`src/rtl/mmio_pkg.sv`:
```
// Shared definitions for the MMIO responder: register offsets, window size
// and the request/response FSM encoding.
package mmio_pkg;

  localparam logic [4:0] LED_OFF    = 5'h00;
  localparam logic [4:0] PERIPH_OFF = 5'h04;
  localparam logic [4:0] TOGGLE_OFF = 5'h08;
  localparam logic [4:0] TIMER_OFF  = 5'h0C;
  localparam logic [4:0] CMP_OFF    = 5'h10;
  localparam logic [4:0] STATUS_OFF = 5'h14;

  localparam int unsigned WINDOW_SIZE = 32'h20;

  typedef enum logic {
    IDLE = 1'b0,
    RESP = 1'b1
  } mmio_state_e;

endpackage

```
`src/rtl/mmio_responder_if.sv`:
```
// CPU load/store bus between a requester (master) and the MMIO responder (slave).
// Handshake: a beat transfers on a rising edge where valid && ready; the sender
// holds valid and its payload stable until that edge, and ready never waits on valid.
interface mmio_responder_if #(
  parameter int ADDR_WIDTH = 32,
  parameter int DATA_WIDTH = 32
);
  logic                  req_valid;
  logic                  req_ready;
  logic                  req_write;
  logic [ADDR_WIDTH-1:0] req_addr;
  logic [DATA_WIDTH-1:0] req_wdata;
  logic [3:0]            req_wstrb;
  logic                  resp_valid;
  logic                  resp_ready;
  logic [DATA_WIDTH-1:0] resp_rdata;
  logic                  resp_error;

  modport master (
    output req_valid, req_write, req_addr, req_wdata, req_wstrb, resp_ready,
    input  req_ready, resp_valid, resp_rdata, resp_error
  );

  modport slave (
    input  req_valid, req_write, req_addr, req_wdata, req_wstrb, resp_ready,
    output req_ready, resp_valid, resp_rdata, resp_error
  );
endinterface

```
`src/rtl/mmio_timer.sv`:
```
// Free-running 32-bit timer with a byte-writable compare register and a
// sticky match flag (write-1-to-clear, a new match beats a clear).
module mmio_timer (
  input  logic        clock,
  input  logic        reset,
  input  logic        cmp_we,
  input  logic [31:0] cmp_wdata,
  input  logic [3:0]  cmp_wstrb,
  input  logic        clear,
  output logic [31:0] timer_value,
  output logic [31:0] cmp_value,
  output logic        flag
);

  logic [31:0] timer_q;
  logic [31:0] cmp_q;
  logic        flag_q;

  always_ff @(posedge clock) begin
    if (reset) begin
      timer_q <= '0;
      cmp_q   <= 32'hFFFF_FFFF;
      flag_q  <= 1'b0;
    end else begin
      timer_q <= timer_q + 32'd1;
      if (cmp_we) begin
        for (int b = 0; b < 4; b++) begin
          if (cmp_wstrb[b]) cmp_q[8*b +: 8] <= cmp_wdata[8*b +: 8];
        end
      end
      // Compare uses the pre-write compare value, so a store alone never sets the flag.
      if (timer_q == cmp_q) flag_q <= 1'b1;
      else if (clear)       flag_q <= 1'b0;
    end
  end

  assign timer_value = timer_q;
  assign cmp_value   = cmp_q;
  assign flag        = flag_q;

endmodule

```
`src/rtl/mmio_responder.sv`:
```
// MMIO responder: one-outstanding-request FSM, register decode, LED/PERIPH
// registers, and the timer sub-block.
module mmio_responder
  import mmio_pkg::*;
#(
  parameter logic [31:0] BASE_ADDR    = 32'h0000_1000,
  parameter int          ADDR_WIDTH   = 32,
  parameter int          DATA_WIDTH   = 32,
  parameter int          LED_WIDTH    = 6,
  parameter int          PERIPH_WIDTH = 4
) (
  input  logic                    clock,
  input  logic                    reset,
  mmio_responder_if.slave         bus,
  output logic [LED_WIDTH-1:0]    led,
  output logic [PERIPH_WIDTH-1:0] output_peripherals,
  output logic                    timer_irq,
  output mmio_state_e             dbg_state
);

  mmio_state_e             state_q, state_d;
  logic                    accept, in_window, req_err, wr_hit;
  logic [ADDR_WIDTH-1:0]   offset;
  logic [4:0]              reg_off;
  logic [LED_WIDTH-1:0]    led_reg, led_next;
  logic [PERIPH_WIDTH-1:0] periph_reg, periph_next;
  logic [DATA_WIDTH-1:0]   rdata_d;
  logic [31:0]             timer_value, cmp_value;
  logic                    flag;

  // Subtraction wraps addresses below the base to large offsets, so one compare bounds both ends.
  assign offset    = bus.req_addr - ADDR_WIDTH'(BASE_ADDR);
  assign in_window = offset < ADDR_WIDTH'(WINDOW_SIZE);
  assign reg_off   = offset[4:0];
  assign req_err   = !in_window || (bus.req_addr[1:0] != 2'b00) || (reg_off >= 5'h18);
  assign accept    = bus.req_valid && (state_q == IDLE);
  assign wr_hit    = accept && bus.req_write && !req_err;

  always_ff @(posedge clock) begin
    if (reset) state_q <= IDLE;
    else       state_q <= state_d;
  end

  always_comb begin
    state_d = state_q;
    case (state_q)
      IDLE:    if (bus.req_valid) state_d = RESP;
      RESP:    if (bus.resp_ready) state_d = IDLE;
      default: state_d = IDLE;
    endcase
  end

  always_comb begin
    bus.req_ready  = (state_q == IDLE);
    bus.resp_valid = (state_q == RESP);
    dbg_state      = state_q;
  end

  always_comb begin
    led_next    = led_reg;
    periph_next = periph_reg;
    if (wr_hit) begin
      case (reg_off)
        LED_OFF:    for (int i = 0; i < LED_WIDTH; i++)
                      if (bus.req_wstrb[i[4:3]]) led_next[i] = bus.req_wdata[i];
        TOGGLE_OFF: for (int i = 0; i < LED_WIDTH; i++)
                      if (bus.req_wstrb[i[4:3]]) led_next[i] = led_reg[i] ^ bus.req_wdata[i];
        PERIPH_OFF: for (int i = 0; i < PERIPH_WIDTH; i++)
                      if (bus.req_wstrb[i[4:3]]) periph_next[i] = bus.req_wdata[i];
        default: ;
      endcase
    end
  end

  always_comb begin
    rdata_d = '0;
    if (!req_err && !bus.req_write) begin
      case (reg_off)
        LED_OFF:    rdata_d[LED_WIDTH-1:0]    = led_reg;
        PERIPH_OFF: rdata_d[PERIPH_WIDTH-1:0] = periph_reg;
        TIMER_OFF:  rdata_d                   = timer_value;
        CMP_OFF:    rdata_d                   = cmp_value;
        STATUS_OFF: rdata_d[0]                = flag;
        default: ;
      endcase
    end
  end

  // Response payload is latched at the accept edge and held through any resp_ready stall.
  always_ff @(posedge clock) begin
    if (reset) begin
      led_reg        <= '0;
      periph_reg     <= '0;
      bus.resp_rdata <= '0;
      bus.resp_error <= 1'b0;
    end else begin
      led_reg    <= led_next;
      periph_reg <= periph_next;
      if (accept) begin
        bus.resp_rdata <= rdata_d;
        bus.resp_error <= req_err;
      end
    end
  end

  mmio_timer u_timer (
    .clock       (clock),
    .reset       (reset),
    .cmp_we      (wr_hit && (reg_off == CMP_OFF)),
    .cmp_wdata   (bus.req_wdata),
    .cmp_wstrb   (bus.req_wstrb),
    .clear       (wr_hit && (reg_off == STATUS_OFF) && bus.req_wstrb[0] && bus.req_wdata[0]),
    .timer_value (timer_value),
    .cmp_value   (cmp_value),
    .flag        (flag)
  );

  assign led                = ~led_reg;
  assign output_peripherals = periph_reg;
  assign timer_irq          = flag;

endmodule

```
`src/flat_wrapper.sv`:
```
// flat-port wrapper written by rule: the top's interface ports become plain ports
module mmio_responder_flat import mmio_pkg::*;
#(
  parameter logic [31:0] BASE_ADDR    = 32'h0000_1000,
  parameter int          ADDR_WIDTH   = 32,
  parameter int          DATA_WIDTH   = 32,
  parameter int          LED_WIDTH    = 6,
  parameter int          PERIPH_WIDTH = 4
)
  (clock, reset, led, output_peripherals, timer_irq, dbg_state, bus_req_valid, bus_req_write, bus_req_addr, bus_req_wdata, bus_req_wstrb, bus_resp_ready, bus_req_ready, bus_resp_valid, bus_resp_rdata, bus_resp_error);
  mmio_responder_if #(.ADDR_WIDTH(ADDR_WIDTH), .DATA_WIDTH(DATA_WIDTH)) bus_i ();
  input  logic clock;
  input  logic reset;
  output logic [LED_WIDTH-1:0] led;
  output logic [PERIPH_WIDTH-1:0] output_peripherals;
  output logic timer_irq;
  output mmio_state_e dbg_state;
  input wire logic [$bits(bus_i.req_valid)-1:0] bus_req_valid;
  input wire logic [$bits(bus_i.req_write)-1:0] bus_req_write;
  input wire logic [$bits(bus_i.req_addr)-1:0] bus_req_addr;
  input wire logic [$bits(bus_i.req_wdata)-1:0] bus_req_wdata;
  input wire logic [$bits(bus_i.req_wstrb)-1:0] bus_req_wstrb;
  input wire logic [$bits(bus_i.resp_ready)-1:0] bus_resp_ready;
  output wire logic [$bits(bus_i.req_ready)-1:0] bus_req_ready;
  output wire logic [$bits(bus_i.resp_valid)-1:0] bus_resp_valid;
  output wire logic [$bits(bus_i.resp_rdata)-1:0] bus_resp_rdata;
  output wire logic [$bits(bus_i.resp_error)-1:0] bus_resp_error;
  assign bus_i.req_valid = bus_req_valid;
  assign bus_i.req_write = bus_req_write;
  assign bus_i.req_addr = bus_req_addr;
  assign bus_i.req_wdata = bus_req_wdata;
  assign bus_i.req_wstrb = bus_req_wstrb;
  assign bus_i.resp_ready = bus_resp_ready;
  assign bus_req_ready = bus_i.req_ready;
  assign bus_resp_valid = bus_i.resp_valid;
  assign bus_resp_rdata = bus_i.resp_rdata;
  assign bus_resp_error = bus_i.resp_error;
  mmio_responder #(.BASE_ADDR(BASE_ADDR), .ADDR_WIDTH(ADDR_WIDTH), .DATA_WIDTH(DATA_WIDTH), .LED_WIDTH(LED_WIDTH), .PERIPH_WIDTH(PERIPH_WIDTH)) u_core (.clock(clock), .reset(reset), .bus(bus_i), .led(led), .output_peripherals(output_peripherals), .timer_irq(timer_irq), .dbg_state(dbg_state));
endmodule
```
`config.mk`:
```
export PLATFORM = sky130hd
export DESIGN_NAME = mmio_responder_flat
export DESIGN_NICKNAME = d
export VERILOG_FILES = /design/src/rtl/mmio_pkg.sv /design/src/rtl/mmio_responder_if.sv /design/src/rtl/mmio_timer.sv /design/src/rtl/mmio_responder.sv /design/src/flat_wrapper.sv
export SDC_FILE = /design/constraint.sdc
export NUM_CORES = 1
export LEC_CHECK = 0
export CELL_PAD_IN_SITES_DETAIL_PLACEMENT = 0
export CELL_PAD_IN_SITES_GLOBAL_PLACEMENT = 1
export CORE_ASPECT_RATIO = 0.6
export CORE_UTILIZATION = 37
export DETAILED_ROUTE_END_ITERATION = 8
export PLACE_DENSITY_LB_ADDON = 0.25
export RECOVER_POWER = 25
export SLEW_MARGIN = 10
export SYNTH_ARGS = -nofsm -noshare
export SYNTH_HDL_FRONTEND = slang
export SYNTH_SLANG_ARGS = --single-unit
```
`constraint.sdc`:
```
create_clock -name clock -period 2.62 [get_ports clock]
set_input_delay 0.524 -clock clock [delete_from_list [all_inputs] [get_ports clock]]
set_output_delay 0.524 -clock clock [all_outputs]
set_load 0.01 [all_outputs]
```
==> impl_metrics.toml, run 1 <==
[cts]
cts_buffer_depth = 2
clockRootBuffer = "clkbuf_16"
cts_sinks = 109
clock_latency_ps = 340
clkTransAtPathRegs_ps = 80
h-tree-depth = 3
cts_tree = "built"
holdBufCountCts = 0
cts_made_buffers = 9
cts_resized = 0
postCtsSetupRepairBufs = 0

[layout]
utilization_pct = 51.5
antenna_cells = 0
area_growth_pct = 34.9
nNetsFinal = 795
drive_gt1_share_pct = 9.37

[sta]
final.setup.worst_slack_ps = 342
worstMarginPinSlew_ps = 1600
period_needed_ps = 2280
fmax_mhz = 439
tns_ps = 0
finalCritPeriodShare_pct = 86.9
final_hold_viol_count = 0
finalSetupViolations = 0
rsz0062_at_grt = "false"
maxSlewViolCount = 36
fin_skew_ps = 5.59
slew_headroom_pct = -6.48

[power]
p_clk_share_pct = 42.2
irDropWorstVdd_mv = 0.306
internal_power_w = 0.00259
p_total_w = 0.00336
p_leak_nw = 2.71
combPwrFrac_pct = 8.1
cellPowerDensity_nw_per_um2 = 474
p_switching_w = 0.000771
swShare_pct = 23.0
p_seq_share_pct = 49.8

[synthesis]
synth_top_family_by_area = "simple AND/OR/NAND/NOR gates"
synthXorXnorAreaFrac_pct = 9.85
yosysTopAreaCell = "dfxtp_1"
synth_compound_area_share_pct = 10.9
synth_mux_area_share_pct = 9.33
ys_types = 42
synthAdderAreaFrac_pct = 0.238
syn_avg_cell_area_um2 = 8.79
synth_top_area_share_pct = 41.6
synthesis.nets = 671
ys_seq_elements = 109
synth_cells = 597
synth.most_common_cell = "dfxtp_1"
synthArstFlopShare_pct = 0
yosys_warnings = 0
mappedNetlistArea_um2 = 5250
synthTopCellsByArea = "dfxtp_1 42%, mux2i_1 8.2%, nor2_1 7.7%, xor2_1 6.0%, a22oi_1 4.4%"
synthTopCellsByCount = "109 x dfxtp_1, 107 x nor2_1, 45 x nand2_1"
synth_edf_count = 0
synth_seq_area_share_pct = 41.6
yosys.area_share.simple_pct = 25.0
ys.flop_type = "dfxtp_1"

[place]
pre_cts_ws_ps = 4.07
port_buffers = 119
dp_hpwl_um = 11500
gp_congestion = 0.787

[detailed_routing]
drt_iter0_markers = 333
viasPerCell = 5.17
wl_um = 15200
first_pass_iters = 5
wl_per_cell_um = 16.6
ant_nets = 0
vias = 4750
drc_errors = 0

[setup_path]
required_ps = 2780
startpoint_type = "input pin"
cp_max_fo = 6
cp_cell_sequence = "clkdlybuf4s50_1 -> nor4_4 -> nand4_4 -> nor4_4 -> buf_4 -> mux2i_1 -> a21oi_1"
crit_type = "input pin to flip-flop"
path_delay_family = "simple AND/OR/NAND/NOR gates"
path_common_cell = "nor4_4"
critPathArrivalTime_ps = 2440
endpoint_kind = "flip-flop"
max_stage_delay_ps = 520
crit_buf_inv = 2
crit_slowest_cell = "clkdlybuf4s50_1"

[grt]
antenna_found_initial = 0
grt_max_degree = 36
track_usage_pct = 21.3
grt_remaining_overflow = 0
grt_pass1_wl_um = 24100
grt_pass1_vias = 4501

[floorplan]
io_pins = 120
die_h_um = 94.2
initial_core_util_pct = 38.2
die_w_um = 156
coreArea_um2 = 13700
dieArea_um2 = 14700
row_count = 33

[status]
status = "finished with violations"
violations = "capacitance limit, slew limit"

[flow_run]
drv_cap = 1

[min_path]
holdCritPathClass = "flip-flop to flip-flop"
## logic make-up (layout without fill, tap and decap cells)
| logic type | count (synthesis) | after routing |
|---|---|---|
| and+or+nand+nor | 247 | 247 |
| DFF | 109 | 109 |
| AOI/OAI and AO/OA | 92 | 92 |
| xor gates and xnor gates | 59 | 59 |
| muxes | 48 | 48 |
| buffers and inverters | 41 | 170 |
| adders and majority gates | 1 | 1 |
## placed cells by master (no fill, tap or decap), drive strengths merged, types with 8 or more instances in the layout
| cell type | n |
|---|---|
| nand2 | 48 |
| inv | 10 |
| nor2 | 107 |
| clkbuf | 12 |
| or3 | 11 |
| xnor2 | 23 |
| a21oi | 13 |
| o21ai | 36 |
| nand3 | 15 |
| xor2 | 36 |
| nand4 | 19 |
| buf | 26 |
| a22oi | 31 |
| mux2i | 44 |
| nor4 | 17 |
| dlygate4sd3 | 25 |
| clkdlybuf4s50 | 93 |
| nor3 | 8 |
| dfxtp | 109 |
## final timing paths
kind / from / depth (start not counted) / end / slack (ps)
worst max-delay path: bus_req_addr[1] / 7 / u_core.led_reg[1] / 340
worst min-delay path: u_core.bus.resp_rdata[14] / 2 / u_core.bus.resp_rdata[14] / 450
worst min register to register: u_core.bus.resp_rdata[14] / 2 / u_core.bus.resp_rdata[14] / 450
worst max register to register: u_core.u_timer.timer_value[0] / 6 / u_core.u_timer.timer_value[30] / 590
## stage by stage
step / area, um2 / instances / hold slack (ps)
after global placement: 6780 / 902 / 439
after floorplan: 5250 / 597 / 464
after detailed placement: 6780 / 902 / 443
final: 7080 / 918 / 453
after CTS: 7080 / 918 / 461
after global routing: 7080 / 918 / 479
## area by class of cell
cell class	count	area [um2]
clock buffers	10	239
clock inverters	6	68.8
fillers	1254	6670
inverters	8	30.0
multi-input cells	447	2910
flip-flops and latches	109	2180
well taps	192	240
repair buffers	146	1410
## worst reg2reg max path, stage by stage, from the launching register on
cell and delay, ps:
dfxtp_1 450, ha_1 230, nand3_1 240, nor4_4 400, nand4_1 170, or3_1 330, a21oi_1 140
## power groups by stage
| stage | Combinational (W) | Sequential, W | Clock [W] |
|---|---|---|---|
| finish | 0.000271 | 0.00167 | 0.00142 |
| global route | 0.000292 | 0.00167 | 0.00150 |
| CTS | 0.000273 | 0.00167 | 0.00144 |
| detailed placement | 0.000271 | 0.00171 | 0 |
| global placement | 0.000269 | 0.00171 | 0 |
| floorplan | 0.0000998 | 0.00171 | 0 |
## layer usage
metal  vias to the layer above  part of all wire (%)  global-route usage [%]
li1                       2334                     -                       -
met2                       121                    40                    30.0
met4                         0                  0.91                    4.33
met1                      2284                    53                    32.4
met5                         -                     0                       0
met3                        11                   6.3                    4.66
(Power assumes the default switching activity.)
==> run 2, diff against run 1 <==
--- a/config.mk
+++ b/config.mk
@@ -5,12 +5,13 @@
 export SDC_FILE = /design/constraint.sdc
 export NUM_CORES = 1
 export LEC_CHECK = 0
+export CAP_MARGIN = 25
 export CELL_PAD_IN_SITES_DETAIL_PLACEMENT = 0
 export CELL_PAD_IN_SITES_GLOBAL_PLACEMENT = 1
 export CORE_ASPECT_RATIO = 0.6
 export CORE_UTILIZATION = 37
 export DETAILED_ROUTE_END_ITERATION = 8
-export PLACE_DENSITY_LB_ADDON = 0.25
+export PLACE_DENSITY_LB_ADDON = 0.15
 export RECOVER_POWER = 25
 export SLEW_MARGIN = 10
 export SYNTH_ARGS = -nofsm -noshare
==> run 2 against run 1 <==
Against the previous run: the flow still finishes with violations (capacitance limit, slew limit); via count is 0.82% lower; first-iteration DRC count is 8.1% lower; global-route usage is 0.45 points higher; routed wire length is 0.17% lower; utilization hardly changed; cell area hardly changed; clock skew is 3.5 ps higher; count of clock-buffer cells in the layout stayed put; die area stayed put; highest routed layer unchanged.
==> impl_metrics.toml, run 2 (synthesized netlist as in run 1, its figures left out) <==
[detailed_routing]
vias = 4711
wl_per_cell_um = 16.6
first_pass_iters = 5
drt_iter0_markers = 306
viasPerCell = 5.13
drc_errors = 0
ant_nets = 0
wl_um = 15200

[cts]
holdBufCountCts = 0
clockRootBuffer = "clkbuf_16"
clkTransAtPathRegs_ps = 70
cts_sinks = 109
postCtsSetupRepairBufs = 0
cts_tree = "built"
h-tree-depth = 3
cts_made_buffers = 9
cts_buffer_depth = 2
cts_resized = 0
clock_latency_ps = 350

[setup_path]
required_ps = 2850
startpoint_type = "input pin"
max_stage_delay_ps = 470
endpoint_kind = "flip-flop"
cp_cell_sequence = "clkdlybuf4s50_1 -> nor4b_1 -> nand4_2 -> nor4_4 -> buf_4 -> nand2_2 -> mux2i_1"
critPathArrivalTime_ps = 2530
crit_buf_inv = 2
crit_slowest_cell = "clkdlybuf4s50_1"
path_delay_family = "simple AND/OR/NAND/NOR gates"
crit_type = "input pin to flip-flop"
cp_max_fo = 8
worst-r2r-setup-slack_ps = 470

[layout]
utilization_pct = 51.5
area_growth_pct = 34.9
drive_gt1_share_pct = 9.37
mostFrequentLayoutCell = "dfxtp_1"
antenna_cells = 0
mostFrequentLayoutCells = "109 x dfxtp_1, 106 x nor2_1, 91 x clkdlybuf4s50_1, 45 x nand2_1, 43 x mux2i_1"
stdcell_count = 918
nNetsFinal = 795

[sta]
hold_slack_ps = 455
final.setup.worst_slack_ps = 317
fin_skew_ps = 9.12
worstMarginPinSlew_ps = 1780
final_hold_viol_count = 0
slew_headroom_pct = -18.5
period_needed_ps = 2300
fmax_mhz = 434
finalCritPeriodShare_pct = 87.9
maxSlewViolCount = 37
finalSetupViolations = 0
rsz0062_at_grt = "false"

[grt]
grt_remaining_overflow = 0
grt_pass1_wl_um = 24500
antenna_found_initial = 0
grt_max_degree = 53
grt_pass1_vias = 4486
track_usage_pct = 21.7

[floorplan]
dieArea_um2 = 14700
coreArea_um2 = 13700
initial_core_util_pct = 38.2
die_h_um = 94.2
die_w_um = 156
io_pins = 120
row_count = 33

[power]
cellPowerDensity_nw_per_um2 = 477
irDropWorstVdd_mv = 0.305
p_leak_nw = 2.72
p_total_w = 0.00338

[status]
violations = "capacitance limit, slew limit"
status = "finished with violations"

[flow_run]
drv_cap = 1

[place]
port_buffers = 119
dp.cells = 902
gp_congestion = 0.774
dp_hpwl_um = 11500
pre_cts_ws_ps = -45.8

[min_path]
holdCritPathClass = "flip-flop to flip-flop"
[run 2: metal layers]
layer  vias to the layer above  global-route usage [%]  part of all wire [%]
li1                       2341                       -                     -
met1                      2253                    34.7                    57
met2                       106                    29.2                    38
met3                        11                    4.24                   4.6
met4                         0                    4.00                  0.68
met5                         -                       0                     0
[run 2: worst register-to-register path, stage by stage (launching register included)]
cell and delay, ps:
dfxtp_1 450, ha_1 250, nand3_1 230, nor4_4 410, nand4_1 250, or3_1 360
a21oi_1 150
[run 2: worst paths after layout]
path | startpoint | endpoint | cells past startpoint
min | u_core.bus.resp_rdata[17] | u_core.bus.resp_rdata[17] | 2
max | bus_req_addr[12] | u_core.u_timer.cmp_value[29] | 7
min reg2reg | u_core.bus.resp_rdata[17] | u_core.bus.resp_rdata[17] | 2
max reg2reg | u_core.u_timer.timer_value[0] | u_core.u_timer.timer_value[30] | 6
[run 2: per-stage QoR]
| step | TNS (ps) | instance area (um2) |
|---|---|---|
| floorplan | 0 | 5250 |
| global placement | -531 | 6780 |
| detailed placement | -623 | 6780 |
| CTS | 0 | 7080 |
| global route | 0 | 7080 |
| finish | 0 | 7080 |
[run 2: power breakdown]
group	switching (W)	internal (W)
Clock	0.000651	0.000776
Sequential	0.00000996	0.00166
Combinational	0.000124	0.000154
Total	0.000785	0.00259
[run 2: final cells by class]
cell class / count / area, um2
clock inverters: 6 / 68.8
inverters: 8 / 30.0
multi-input cells: 447 / 2910
fillers: 1276 / 6670
repair buffers: 146 / 1410
flip-flops and latches: 109 / 2180
clock buffers: 10 / 239
well taps: 192 / 240
